--- src/rtl/idli_sqi_fetch_m.sv ---
// SQI instruction fetch: issues a sequential read (cmd, 24b address, dummy) and
// packs the nibble stream into 16b words behind a valid/accept output register.
module idli_sqi_fetch_m #(
  parameter int          ADDR_W    = 16,
  parameter logic [7:0]  RD_CMD    = 8'h03,
  parameter int          DUMMY_NIB = 2
) (
  input  logic              i_fetch_gck,
  input  logic              i_ex_rst_n,
  output logic              o_sqi_cs_n,
  output logic              o_sqi_oe,
  output logic [3:0]        o_sqi_sio,
  input  logic [3:0]        i_sqi_sio,
  input  logic              i_fetch_redir,
  input  logic [ADDR_W-1:0] i_fetch_redir_pc,
  output logic [15:0]       o_fetch_instr,
  output logic [ADDR_W-1:0] o_fetch_pc,
  output logic              o_fetch_vld,
  input  logic              i_fetch_acp
);

  typedef enum logic [2:0] {
    S_IDLE,
    S_CMD,
    S_ADDR,
    S_DUMMY,
    S_DATA
  } state_t;

  localparam logic [2:0] DUMMY_LAST = 3'(DUMMY_NIB - 1);

  state_t            state_q, state_d;
  logic [2:0]        ph_q, ph_d;
  logic [1:0]        nib_q, nib_d;
  logic [11:0]       part_q, part_d;
  logic [ADDR_W-1:0] pc_q, pc_d;
  logic [ADDR_W-1:0] opc_q, opc_d;
  logic [15:0]       instr_q, instr_d;
  logic              vld_q, vld_d;

  logic [23:0]       baddr;
  logic [15:0]       word;
  logic              cs_n;
  logic              oe;
  logic [3:0]        sio;

  // Word address -> byte address of its low byte
  assign baddr = {{(23-ADDR_W){1'b0}}, pc_q, 1'b0};

  // Nibbles arrive as [7:4], [3:0], [15:12], [11:8]; the last one is still on the bus
  assign word = {part_q[3:0], i_sqi_sio, part_q[11:8], part_q[7:4]};

  always_ff @(posedge i_fetch_gck or negedge i_ex_rst_n) begin
    if (!i_ex_rst_n) begin
      state_q <= S_IDLE;
    end else begin
      state_q <= state_d;
    end
  end

  always_ff @(posedge i_fetch_gck or negedge i_ex_rst_n) begin
    if (!i_ex_rst_n) begin
      ph_q    <= '0;
      nib_q   <= '0;
      part_q  <= '0;
      pc_q    <= '0;
      opc_q   <= '0;
      instr_q <= '0;
      vld_q   <= 1'b0;
    end else begin
      ph_q    <= ph_d;
      nib_q   <= nib_d;
      part_q  <= part_d;
      pc_q    <= pc_d;
      opc_q   <= opc_d;
      instr_q <= instr_d;
      vld_q   <= vld_d;
    end
  end

  always_comb begin
    state_d = state_q;
    ph_d    = ph_q + 3'd1;
    nib_d   = nib_q;
    part_d  = part_q;
    pc_d    = pc_q;
    opc_d   = opc_q;
    instr_d = instr_q;
    vld_d   = vld_q;
    cs_n    = 1'b1;
    oe      = 1'b0;
    sio     = 4'h0;

    if (vld_q && i_fetch_acp) begin
      vld_d = 1'b0;
    end

    case (state_q)
      S_IDLE: begin
        state_d = S_CMD;
        ph_d    = '0;
        nib_d   = '0;
      end
      S_CMD: begin
        cs_n = 1'b0;
        oe   = 1'b1;
        sio  = ph_q[0] ? RD_CMD[3:0] : RD_CMD[7:4];
        if (ph_q == 3'd1) begin
          state_d = S_ADDR;
          ph_d    = '0;
        end
      end
      S_ADDR: begin
        cs_n = 1'b0;
        oe   = 1'b1;
        case (ph_q)
          3'd0:    sio = baddr[23:20];
          3'd1:    sio = baddr[19:16];
          3'd2:    sio = baddr[15:12];
          3'd3:    sio = baddr[11:8];
          3'd4:    sio = baddr[7:4];
          3'd5:    sio = baddr[3:0];
          default: sio = 4'h0;
        endcase
        if (ph_q == 3'd5) begin
          state_d = S_DUMMY;
          ph_d    = '0;
        end
      end
      S_DUMMY: begin
        cs_n = 1'b0;
        if (ph_q == DUMMY_LAST) begin
          state_d = S_DATA;
          ph_d    = '0;
          nib_d   = '0;
        end
      end
      S_DATA: begin
        cs_n   = 1'b0;
        ph_d   = '0;
        nib_d  = nib_q + 2'd1;
        part_d = {part_q[7:0], i_sqi_sio};
        if (nib_q == 2'd3) begin
          if (!vld_q || i_fetch_acp) begin
            instr_d = word;
            opc_d   = pc_q;
            vld_d   = 1'b1;
            pc_d    = pc_q + 1'b1;
          end else begin
            // Output still full: drop this word and re-read it from its own address
            state_d = S_IDLE;
            nib_d   = '0;
          end
        end
      end
      default: begin
        state_d = S_IDLE;
        ph_d    = '0;
        nib_d   = '0;
      end
    endcase

    if (i_fetch_redir) begin
      state_d = S_IDLE;
      ph_d    = '0;
      nib_d   = '0;
      pc_d    = i_fetch_redir_pc;
      vld_d   = 1'b0;
    end
  end

  assign o_sqi_cs_n    = cs_n;
  assign o_sqi_oe      = oe;
  assign o_sqi_sio     = sio;
  assign o_fetch_instr = instr_q;
  assign o_fetch_pc    = opc_q;
  assign o_fetch_vld   = vld_q;

endmodule

--- config.mk ---
export PLATFORM = sky130hd
export DESIGN_NAME = idli_sqi_fetch_m
export DESIGN_NICKNAME = d
export VERILOG_FILES = /design/src/rtl/idli_sqi_fetch_m.sv
export SDC_FILE = /design/constraint.sdc
export NUM_CORES = 1
export LEC_CHECK = 0
export CAP_MARGIN = 5
export CORE_MARGIN = 4
export CORE_UTILIZATION = 40
export DETAILED_ROUTE_END_ITERATION = 8
export DONT_BUFFER_PORTS = 1
export PLACE_DENSITY_LB_ADDON = 0.08
export SKIP_LAST_GASP = 1
export SLEW_MARGIN = 20
export SYNTH_ARGS = -nofsm -noshare
export SYNTH_HDL_FRONTEND = slang
export SYNTH_SLANG_ARGS = --single-unit
--- constraint.sdc ---
create_clock -name i_fetch_gck -period 2.37 [get_ports i_fetch_gck]
set_input_delay 0.711 -clock i_fetch_gck [delete_from_list [all_inputs] [get_ports i_fetch_gck]]
set_output_delay 0.711 -clock i_fetch_gck [all_outputs]
set_load 0.01 [all_outputs]
== Yosys cells after proc, flatten, opt, wreduce, memory -nomap -nowiden ==
Index checks and enable logic that the tools add are counted.

* Memories: 0
* Input port bits: 24
* Latch bits: 0
* Register bits after elaboration: 69
* Logic and storage cells: 71
* Output and inout port bits: 39
* Memory bits (writable): 0
* ROM bits: 0

* Mux-type cells: 30
* Shift operators: 0
* Add/sub/neg operators: 3
* Multiply operators: 0
* Divide/modulo/power cells: 0
* Bitwise logic cells: 0
* Magnitude comparators: 0
* Equal/unequal tests: 16
* Reductions and logical operators: 14

{| class="wikitable"
|+ Operators with widths
! operator !! number
|-
| 2-to-1 mux 16 bit || 4
|-
| 2-to-1 mux 3 bit || 9
|-
| case mux 4 bit (5 select lines) || 1
|-
| adder 16 x 1 -> 16 bit (second input constant) || 1
|-
| inequality test 3 bit (second input constant) || 5
|-
| case mux 3 bit (5 select lines) || 1
|-
| == test 3 x 2 -> 1 bit (second input constant) || 4
|-
| 2-to-1 mux 2 bit || 5
|-
| == test 3 bit (second input constant) || 3
|-
| case mux 4 bit (2 select lines) || 1
|-
| 2-to-1 mux 1 bit || 7
|-
| == test 3 x 1 -> 1 bit (second input constant) || 2
|-
| case mux 2 bit (3 select lines) || 1
|-
| case mux 3 bit (2 select lines) || 1
|-
| AND reduction 3 bit || 2
|-
| nonzero test 2 bit || 3
|-
| AND reduction 5 bit || 1
|-
| OR reduction 2 bit || 2
|-
| OR reduction 4 bit || 1
|-
| adder 3 x 1 -> 3 bit (second input constant) || 1
|-
| logical NOT 3 bit || 1
|-
| adder 2 x 1 -> 2 bit (second input constant) || 1
|-
| == test 2 bit (second input constant) || 1
|-
| inequality test 2 x 1 -> 1 bit (second input constant) || 1
|-
| other kinds (4) || 4
|}

== Logic depth before layout (Yosys ltp) ==
Gate-level depths: netlist of run 1.

* Depth after elaboration: 6
* Gate-level depth with buffers: 7
* Gate-level depth less buffers: 6

== Worst setup path before layout of run 1 ==
OpenSTA, ideal clock, no wires.

* Path kind: reg2out
* From: register ph_q[0]
* To: output o_sqi_sio[0]
* Stages on the path, launching flop included: 8
* Data required time: 1,659 ps
* Arrival: 1,846 ps
* Path buffers: 1
* Setup slack: -187 ps
* Cells stage by stage: dfrtp_1 clkbuf_1 and2_1 ha_1 nor4_1 a211oi_1 a31oi_1 a311oi_1

* Cells in the longest elaborated chain, start to end: 3
* Elaborated cells between the ends (all ways): 8
* Those cells by class: eq/ne (5); mux (3)

{| class="wikitable"
|+ Ends and longest elaborated chain
! element !! line !! text
|-
| from (decl) || 33 || <nowiki>logic [2:0] ph_q, ph_d;</nowiki>
|-
| from (signal assigned) || 71 || <nowiki>ph_q <= ph_d;</nowiki>
|-
| == test 3 bit (tied with other cells) || 116 || <nowiki>case (ph_q)</nowiki>
|-
| case mux 4 bit (5 select lines) || 116 ||
|-
| case mux 4 bit (2 select lines) * || 98 || <nowiki>case (state_q)</nowiki>
|-
| to (decl) || 12 || <nowiki>output logic [3:0] o_sqi_sio,</nowiki>
|}

Every way passes the cells marked *; elsewhere a longest branch is shown, timed or not.

== Final worst setup path of run 1 ==
Ends and elaborated chain as after synthesis.

==> results.sh, run 1 <==
export IMPL_tns_ns=-0.3491
export IMPL_swShare_pct=24.05
export IMPL_clk_latency_ns=0.34
export IMPL_syn_area_um2=3288
export IMPL_worstSetupPathType="reg -> out"
export IMPL_clockPowerShare_pct=41.1
export IMPL_async_flop_share_pct=100.0
export IMPL_drt_wl_total_mm=7.963
export IMPL_max_stage_delay_ns=0.39
export IMPL_drt_iter0_drc=123
export IMPL_worst_slack_ns=-0.1173
export IMPL_use_met2_pct=28.50
export IMPL_synth_fp_nets=339
export IMPL_dr_total_vias=2416
export IMPL_worstPathArrival_ns=1.78
export IMPL_insertedDiodeCount=0
export IMPL_gp_congestion=0.8034
export IMPL_die_area_um2=9735
export IMPL_slew_headroom_pct=73.32
export IMPL_start_kind="flop"
export IMPL_busiest_layer="met2"
export IMPL_postRouteAntennaNets=0
export IMPL_endpoint_kind="output port"
export IMPL_rows=32
export IMPL_io_buffer_count=0
export IMPL_whs_ns=0.06193
export IMPL_outcome="finished with violations"
export IMPL_finalSetupViolCount=4
export IMPL_fp_dieW_um=98.67
export IMPL_io_pins=63
export IMPL_cts_setup_buffers=0
export IMPL_cts_buffer_depth=2
export IMPL_start_util_pct=41.90
export IMPL_reg2reg_depth=6
export IMPL_use_met3_pct=5.449
export IMPL_leakage_uw=0.001715
export IMPL_layout_nets=354
export IMPL_drive_above_1_share_pct=26.59
export IMPL_track_usage_pct=17.06
export IMPL_synth_flop_cell="dfrtp_1"
export IMPL_via_per_inst=5.580
export IMPL_fin_total_pwr_uw=2560
export IMPL_skew_ns=0.005957
export IMPL_cts_root_buf="clkbuf_8"
export IMPL_coreArea_um2=7848
export IMPL_synth_avg_cell_area_um2=10.54
export IMPL_syn_to_final_growth_pct=15.37
export IMPL_finalHoldViolCount=0
export IMPL_maxSlewViolCount=0
export IMPL_power_frac_seq_pct=51.5
export IMPL_stdcell_area_um2=3794
export IMPL_cts_hold_buf=0
export IMPL_synth_warnings=0
export IMPL_yosysSeqAreaShare_pct=52.51
export IMPL_worst_pin_slew_ns=0.3946
export IMPL_min_period_ns=2.487
export IMPL_crit_slowest_cell="dfrtp_1"
export IMPL_min_path_type="in -> async"
export IMPL_tritoncts="done"
export IMPL_worstPathRequired_ns=1.66
export IMPL_placed_cells=418
export IMPL_placed_cell_area_um2=3508
export IMPL_max_cap_violations=0
export IMPL_grt_max_degree=70
export IMPL_period_share_pct=105.0
export IMPL_wire_per_inst_um=18.39
export IMPL_ys_types=48
export IMPL_overflow=0
export IMPL_internal_power_uw=1945
export IMPL_dieHeight_um=98.67
export IMPL_drt_pass1_iterations=4
export IMPL_drcViolationCount=0
export IMPL_numCtsBuffers=9
export IMPL_max_freq_ghz=0.4020
export IMPL_grt_met1_usage_pct=20.26
export IMPL_fin_cells=433
export IMPL_first_global_vias=2555
export IMPL_cts_sinks=69
export IMPL_violations="negative setup slack"
export IMPL_p_comb_share_pct=7.4
export IMPL_rsz0062_at_grt="yes"
export IMPL_p_per_area_nw_per_um2=674.9
export IMPL_cp_cell_sequence="and2_4 -> ha_4 -> nor2b_2 -> a211oi_4 -> a31oi_2 -> a311oi_2 -> buf_4"
export IMPL_netlist_instances=312
export IMPL_clk_pin_slew_ns=0.08
export IMPL_htree_num_levels=3
export IMPL_vdd_drop_max_mv=0.3782
export IMPL_ys_ff_latch=69
export IMPL_synth_edf_count=0
export IMPL_dp_hpwl_mm=5.499
export IMPL_cp_max_fo=4
export IMPL_grt_pass1_wl_mm=13.14
export IMPL_antenna_found_initial=0
export IMPL_power_switching_uw=615.8
cell usage in the layout, fill, tap and decap left out, types with 3 or more instances in the layout:
cell	Yosys	routed
clkbuf_8	0	10
buf_4	1	20
nor2_1	11	11
a22oi_1	3	3
dfrtp_1	69	68
o31ai_1	3	3
inv_1	4	3
nand2b_1	3	3
a21oi_1	6	4
o21ai_0	13	12
nor3_1	3	3
or4_1	3	3
nand4_1	7	7
nand3_1	8	8
and4_1	3	3
nand2_1	64	64
or3_1	5	5
a31oi_1	7	6
mux2_2	32	32
xnor2_1	3	3
nor2b_1	6	4
xor2_1	5	5
flip-flops by register name (all words and copies together), names as in the netlist:
name           count
o_fetch_instr     16
o_fetch_pc        16
pc_q              16
part_q            12
ph_q               3
state_q            3
nib_q              2
o_fetch_vld        1
synthesized netlist by cell type (2+ instances only):
| master | instances | area share, % |
|---|---|---|
| dfrtp_1 | 69 | 53 |
| nand2_1 | 64 | 7.3 |
| mux2_2 | 32 | 11 |
| clkbuf_1 | 13 | 1.5 |
| o21ai_0 | 13 | 2.0 |
| nor2_1 | 11 | 1.3 |
| nand3_1 | 8 | 1.2 |
| a31oi_1 | 7 | 1.3 |
| nand4_1 | 7 | 1.3 |
| a21oi_1 | 6 | 0.91 |
| nor2b_1 | 6 | 1.1 |
| or3_1 | 5 | 0.95 |
| xor2_1 | 5 | 1.3 |
| inv_1 | 4 | 0.46 |
| a22oi_1 | 3 | 0.68 |
| and4_1 | 3 | 0.80 |
| buf_2 | 3 | 0.46 |
| ha_1 | 3 | 1.1 |
| nand2b_1 | 3 | 0.57 |
| nor3_1 | 3 | 0.46 |
| nor4_1 | 3 | 0.57 |
| o31ai_1 | 3 | 0.68 |
| or2_2 | 3 | 0.57 |
| or4_1 | 3 | 0.68 |
| xnor2_1 | 3 | 0.80 |
| a32o_1 | 2 | 0.61 |
| and3_1 | 2 | 0.38 |
| nand3b_1 | 2 | 0.46 |
| nor4b_1 | 2 | 0.53 |
| o211ai_1 | 2 | 0.46 |
| o311ai_0 | 2 | 0.53 |
critical path: cells and delay by family (launching register included):
| kind | cells | cell delay, ns |
|---|---|---|
| simple gates | 2 | 0.22 |
| compound gates | 3 | 0.53 |
| buf+inv | 1 | 0.16 |
| flops | 1 | 0.39 |
| fa+ha+maj | 1 | 0.15 |
final timing paths:
kind                                  end          start  slack (ns)
hold / removal             o_fetch_pc[11]     i_ex_rst_n        0.06
max in group asynchronous         ph_q[2]     i_ex_rst_n        2.16
hold reg to reg                 part_q[8]      part_q[8]        0.48
min in group i_fetch_gck      o_fetch_vld  i_fetch_redir        0.44
setup / recovery             o_sqi_sio[0]        ph_q[0]       -0.12
setup reg to reg                  pc_q[8]     state_q[1]        0.39
metal layers:
metal / part of all wire, % / wire [um] / vias up
li1: - / - / 1144
met1: 41 / 3276 / 1192
met2: 50 / 3994 / 67
met3: 7.1 / 562 / 13
met4: 1.6 / 129 / 0
met5: 0 / 0 / -
what timing repair did:
action                                  4_1_cts  5_1_grt
resized for setup                             8       11
pin swaps                                     5        1
endpoints found under the setup margin        4        4
metrics by stage:
stage          setup WS [ns]  util (%)
2_1_floorplan        0.02587         -
4_1_cts              -0.1508     47.75
6_report             -0.1173     48.34
5_1_grt              -0.2658     48.34
3_3_place_gp          0.1205     44.71
3_5_place_dp         0.06970     44.71
cell type report:
| type | count | area [um^2] |
|---|---|---|
| clock buffers | 11 | 141.4 |
| flip-flops and latches | 69 | 1728 |
| repair buffers | 21 | 161.4 |
| fillers | 768 | 4054 |
| inverters | 4 | 15.01 |
| well taps | 102 | 127.6 |
| multi-input cells | 222 | 1548 |
| clock inverters | 4 | 72.57 |
kinds of logic after synthesis:
kind of cell | count (synthesis) | share of synthesized area [%]
compound gates | 46 | 9.323
flops | 69 | 52.51
xor+xnor | 8 | 2.131
mux | 33 | 11.26
simple gates | 132 | 21.01
fa+ha+maj | 3 | 1.142
buf+inv | 21 | 2.625
power by group through the flow:
stage / clock [uW] / combinational, uW / sequential (uW)
CTS: 1080 / 186 / 1320
detailed placement: 0 / 181 / 1340
global placement: 0 / 179 / 1340
floorplan: 0 / 136 / 1310
global route: 1140 / 215 / 1330
finish: 1050 / 189 / 1320
No activity file was read; power rests on OpenSTA's default activity.
==> inputs of run 2 (changes only) <==
Settings changed: HOLD_SLACK_MARGIN from default to 0.12.
==> results.sh, run 2 (synthesized netlist as in run 1, its figures left out) <==
export IMPL_skew_ns=0.005863
export IMPL_cts_root_buf="clkbuf_8"
export IMPL_drt_pass1_iterations=5
export IMPL_clk_pin_slew_ns=0.08
export IMPL_first_global_vias=2543
export IMPL_dpl_worst_slack_ns=0.06970
export IMPL_finalSetupViolCount=4
export IMPL_max_cap_violations=0
export IMPL_rrSetupSlack_ns=0.39
export IMPL_worst_pin_slew_ns=0.3947
export IMPL_drt_wl_total_mm=8.017
export IMPL_cp_max_fo=4
export IMPL_endpoint_kind="output port"
export IMPL_placed_cell_area_um2=3508
export IMPL_track_usage_pct=17.09
export IMPL_fill_cells=765
export IMPL_overflow=0
export IMPL_grt_max_degree=70
export IMPL_dr_total_vias=2427
export IMPL_insertedDiodeCount=0
export IMPL_cts_sinks=69
export IMPL_htree_num_levels=3
export IMPL_start_util_pct=41.90
export IMPL_drive_above_1_share_pct=26.81
export IMPL_reg2reg_depth=6
export IMPL_syn_to_final_growth_pct=16.21
export IMPL_slew_headroom_pct=73.32
export IMPL_postRouteAntennaNets=0
export IMPL_layout_nets=355
export IMPL_drt_iter0_drc=116
export IMPL_ff_latch_area_um2=1728
export IMPL_numCtsBuffers=9
export IMPL_period_share_pct=105.0
export IMPL_final_cell_mix="68 x dfrtp_1, 64 x nand2_1, 32 x mux2_2, 20 x buf_4, 12 x o21ai_0"
export IMPL_min_path_type="in -> async"
export IMPL_die_area_um2=9735
export IMPL_via_per_inst=5.592
export IMPL_outcome="finished with violations"
export IMPL_r2r_start="state_q[1]"
export IMPL_antenna_found_initial=0
export IMPL_io_pins=63
export IMPL_vdd_drop_max_mv=0.3781
export IMPL_layout_commonest_cell="dfrtp_1"
export IMPL_start_kind="flop"
export IMPL_tritoncts="done"
export IMPL_fp_dieW_um=98.67
export IMPL_worstSetupPathType="reg -> out"
export IMPL_drcViolationCount=0
export IMPL_violations="negative setup slack"
export IMPL_p_per_area_nw_per_um2=677.2
export IMPL_fin_cells=434
export IMPL_min_period_ns=2.487
export IMPL_cts_buffer_depth=2
export IMPL_max_freq_ghz=0.4020
export IMPL_placed_cells=418
export IMPL_worstPathRequired_ns=1.66
export IMPL_multi_input_area_um2=1548
export IMPL_leakage_uw=0.001727
export IMPL_gp_congestion=0.8034
export IMPL_grt_pass1_wl_mm=13.19
export IMPL_wire_per_inst_um=18.47
export IMPL_finalHoldViolCount=0
export IMPL_rsz0062_at_grt="yes"
export IMPL_coreArea_um2=7848
export IMPL_maxSlewViolCount=0
export IMPL_stdcell_area_um2=3821
export IMPL_cts_setup_buffers=0
export IMPL_rows=32
export IMPL_dieHeight_um=98.67
export IMPL_clk_latency_ns=0.34
export IMPL_dp_hpwl_mm=5.499
export IMPL_worstPathArrival_ns=1.78
export IMPL_r2r_end="pc_q[8]"
export IMPL_whs_ns=0.2282
export IMPL_worst_slack_ns=-0.1174
export IMPL_io_buffer_count=0
run 2: cell count changes in the layout (fill, tap and decap cells not counted), sizes merged:
cell  change
buf       +1
run 2: per-layer routing:
layer	global-route usage, %	share of wire [%]
met1	20.35	42
met2	28.76	50
met3	5.379	7.1
met4	6.828	1.3
met5	0	0
run 2: how the worst max path moves through the flow:
stage	slack (ns)	endpoint	cells past startpoint	startpoint
after floorplan	0.03	o_sqi_sio[1]	7	ph_q[0]
after global placement	0.12	o_sqi_sio[1]	7	ph_q[0]
after detailed placement	0.07	o_sqi_sio[1]	7	ph_q[0]
after CTS	-0.15	o_sqi_sio[1]	7	ph_q[0]
after global routing	-0.27	o_sqi_sio[1]	7	ph_q[0]
final	-0.12	o_sqi_sio[0]	7	ph_q[0]
run 2: through the flow:
stage	total power (uW)	util, %	TNS (ns)
after floorplan	1450	-	0
after global placement	1521	44.71	0
after detailed placement	1525	44.71	0
after CTS	2618	48.10	-0.4623
after global routing	2715	48.69	-0.7856
final	2588	48.69	-0.3419
run 2: what timing repair did:
item	in CTS	in global routing
endpoints found under the hold margin	69	0
gates resized for setup	8	11
pin swaps	5	1
hold buffers	1	0
setup endpoints to repair	4	4
run 2: area by class of cell:
cell class | count | area share [%]
clock buffer | 11 | 3.700
clock inverter | 4 | 1.899
inverter | 4 | 0.3929
multi-input combinational | 222 | 40.50
sequential | 69 | 45.22
tap | 102 | 3.340
timing repair buffer | 22 | 4.944
run 2: worst max-delay path: stages, from the launching register on:
cell and delay (ns):
dfrtp_1 0.39, and2_4 0.16, ha_4 0.15, nor2b_2 0.06
a211oi_4 0.25, a31oi_2 0.08, a311oi_2 0.20, buf_4 0.16
run 2: where the power goes:
part	internal [uW]	leakage, uW	switching [uW]
sequential	1240	0.000905	76.3
clock	614	0.000105	438
combinational	92.0	0.000717	124
total	1950	0.00173	638
==> inputs of run 3 (changes only) <==
Settings changed: ABC_CLOCK_PERIOD_IN_PS from default to 2370, CTS_CLUSTER_DIAMETER from default to 80, TNS_END_PERCENT from default to 50.
==> results.sh, run 3 (synthesized netlist as in run 1, its figures left out) <==
export IMPL_io_pins=63
export IMPL_ff_latch_area_um2=1728
export IMPL_layout_nets=355
export IMPL_start_kind="flop"
export IMPL_numCtsBuffers=9
export IMPL_drive_above_1_share_pct=25.90
export IMPL_max_freq_ghz=0.3989
export IMPL_die_area_um2=9735
export IMPL_via_per_inst=5.502
export IMPL_dieHeight_um=98.67
export IMPL_stdcell_area_um2=3811
export IMPL_drt_pass1_iterations=5
export IMPL_grt_pass1_wl_mm=13.17
export IMPL_slew_headroom_pct=73.36
export IMPL_tns_ns=-0.4189
export IMPL_dr_total_vias=2388
export IMPL_drt_iter0_drc=86
export IMPL_cts_buffer_depth=2
export IMPL_min_period_ns=2.507
export IMPL_worst_slack_ns=-0.1370
export IMPL_fill_cells=767
export IMPL_insertedDiodeCount=0
export IMPL_rows=32
export IMPL_period_share_pct=105.8
export IMPL_violations="negative setup slack"
export IMPL_clk_latency_ns=0.34
export IMPL_whs_ns=0.2274
export IMPL_dpl_worst_slack_ns=0.06970
export IMPL_vdd_drop_max_mv=0.3776
export IMPL_rsz0062_at_grt="yes"
export IMPL_worst_pin_slew_ns=0.3940
export IMPL_fp_dieW_um=98.67
export IMPL_multi_input_area_um2=1541
export IMPL_endpoint_kind="output port"
export IMPL_skew_ns=0.006424
export IMPL_min_path_type="in -> async"
export IMPL_grt_max_degree=70
export IMPL_drcViolationCount=0
export IMPL_postRouteAntennaNets=0
export IMPL_antenna_found_initial=0
export IMPL_io_buffer_count=0
export IMPL_syn_to_final_growth_pct=15.91
export IMPL_first_global_vias=2545
export IMPL_final_cell_mix="68 x dfrtp_1, 64 x nand2_1, 32 x mux2_2, 21 x buf_4, 13 x o21ai_0"
export IMPL_gp_congestion=0.8034
export IMPL_finalHoldViolCount=0
export IMPL_cp_max_fo=10
export IMPL_tritoncts="done"
export IMPL_coreArea_um2=7848
export IMPL_wire_per_inst_um=18.40
export IMPL_p_per_area_nw_per_um2=678.6
export IMPL_leakage_uw=0.001720
export IMPL_worstPathArrival_ns=1.80
export IMPL_cts_root_buf="clkbuf_8"
export IMPL_layout_commonest_cell="dfrtp_1"
export IMPL_overflow=0
export IMPL_track_usage_pct=17.07
export IMPL_outcome="finished with violations"
export IMPL_fin_total_pwr_uw=2586
export IMPL_worstSetupPathType="reg -> out"
export IMPL_start_util_pct=41.90
export IMPL_clk_pin_slew_ns=0.08
export IMPL_dp_hpwl_mm=5.499
export IMPL_max_cap_violations=0
export IMPL_drt_wl_total_mm=7.985
export IMPL_placed_cell_area_um2=3508
export IMPL_worstPathRequired_ns=1.66
export IMPL_finalSetupViolCount=4
export IMPL_maxSlewViolCount=0
export IMPL_cts_sinks=69
export IMPL_htree_num_levels=3
-- run 3: critical path: stages (launching register included) --
cell      delay, ns
dfrtp_2        0.44
buf_4          0.18
nand3b_1       0.17
a21oi_2        0.15
a31oi_1        0.07
a311oi_2       0.29
buf_4          0.16
-- run 3: metal layers --
metal  track usage [%]  vias up  share of wire, %
met5                 0        -                 0
met4             6.828        0               1.3
met3             5.379        9               6.2
met2             28.76       54                50
met1             20.31     1180                43
li1                  -     1145                 -
-- run 3: per-stage QoR --
step                      utilization (%)  instances
after global placement              44.71        418
final                               48.57        434
after CTS                           48.04        434
after global routing                48.57        434
after detailed placement            44.71        418
after floorplan                         -        312
-- run 3: final timing paths --
path                                from        endpoint  slack [ns]  depth (start not counted)
setup reg to reg              state_q[1]         pc_q[8]        0.39                          6
min in group i_fetch_gck   i_fetch_redir     o_fetch_vld        0.44                          1
setup / recovery                 ph_q[2]    o_sqi_sio[0]       -0.14                          6
hold / removal                i_ex_rst_n  o_fetch_pc[12]        0.23                          1
hold reg to reg                part_q[8]       part_q[8]        0.48                          2
max in group asynchronous     i_ex_rst_n         ph_q[2]        1.79                          1
-- run 3: power breakdown --
part | switching (uW) | internal (uW)
Clock | 437 | 614
Combinational | 124 | 92.0
Sequential | 76.5 | 1240
-- run 3: timing repair --
| item | in CTS | in global routing |
|---|---|---|
| gates resized for setup | 5 | 9 |
| hold endpoints to repair | 69 | 0 |
| pin swaps | 4 | 0 |
| endpoints found under the setup margin | 4 | 4 |
| setup buffers | 0 | 0 |
| hold buffers | 1 | 0 |
-- run 3: cell type report --
cell class | count | area share (%)
Sequential cell | 69 | 45.34
Multi-Input combinational cell | 222 | 40.45
Timing Repair Buffer | 22 | 4.859
Clock buffer | 11 | 3.710
Tap cell | 102 | 3.349
Clock inverter | 4 | 1.904
Inverter | 4 | 0.3940
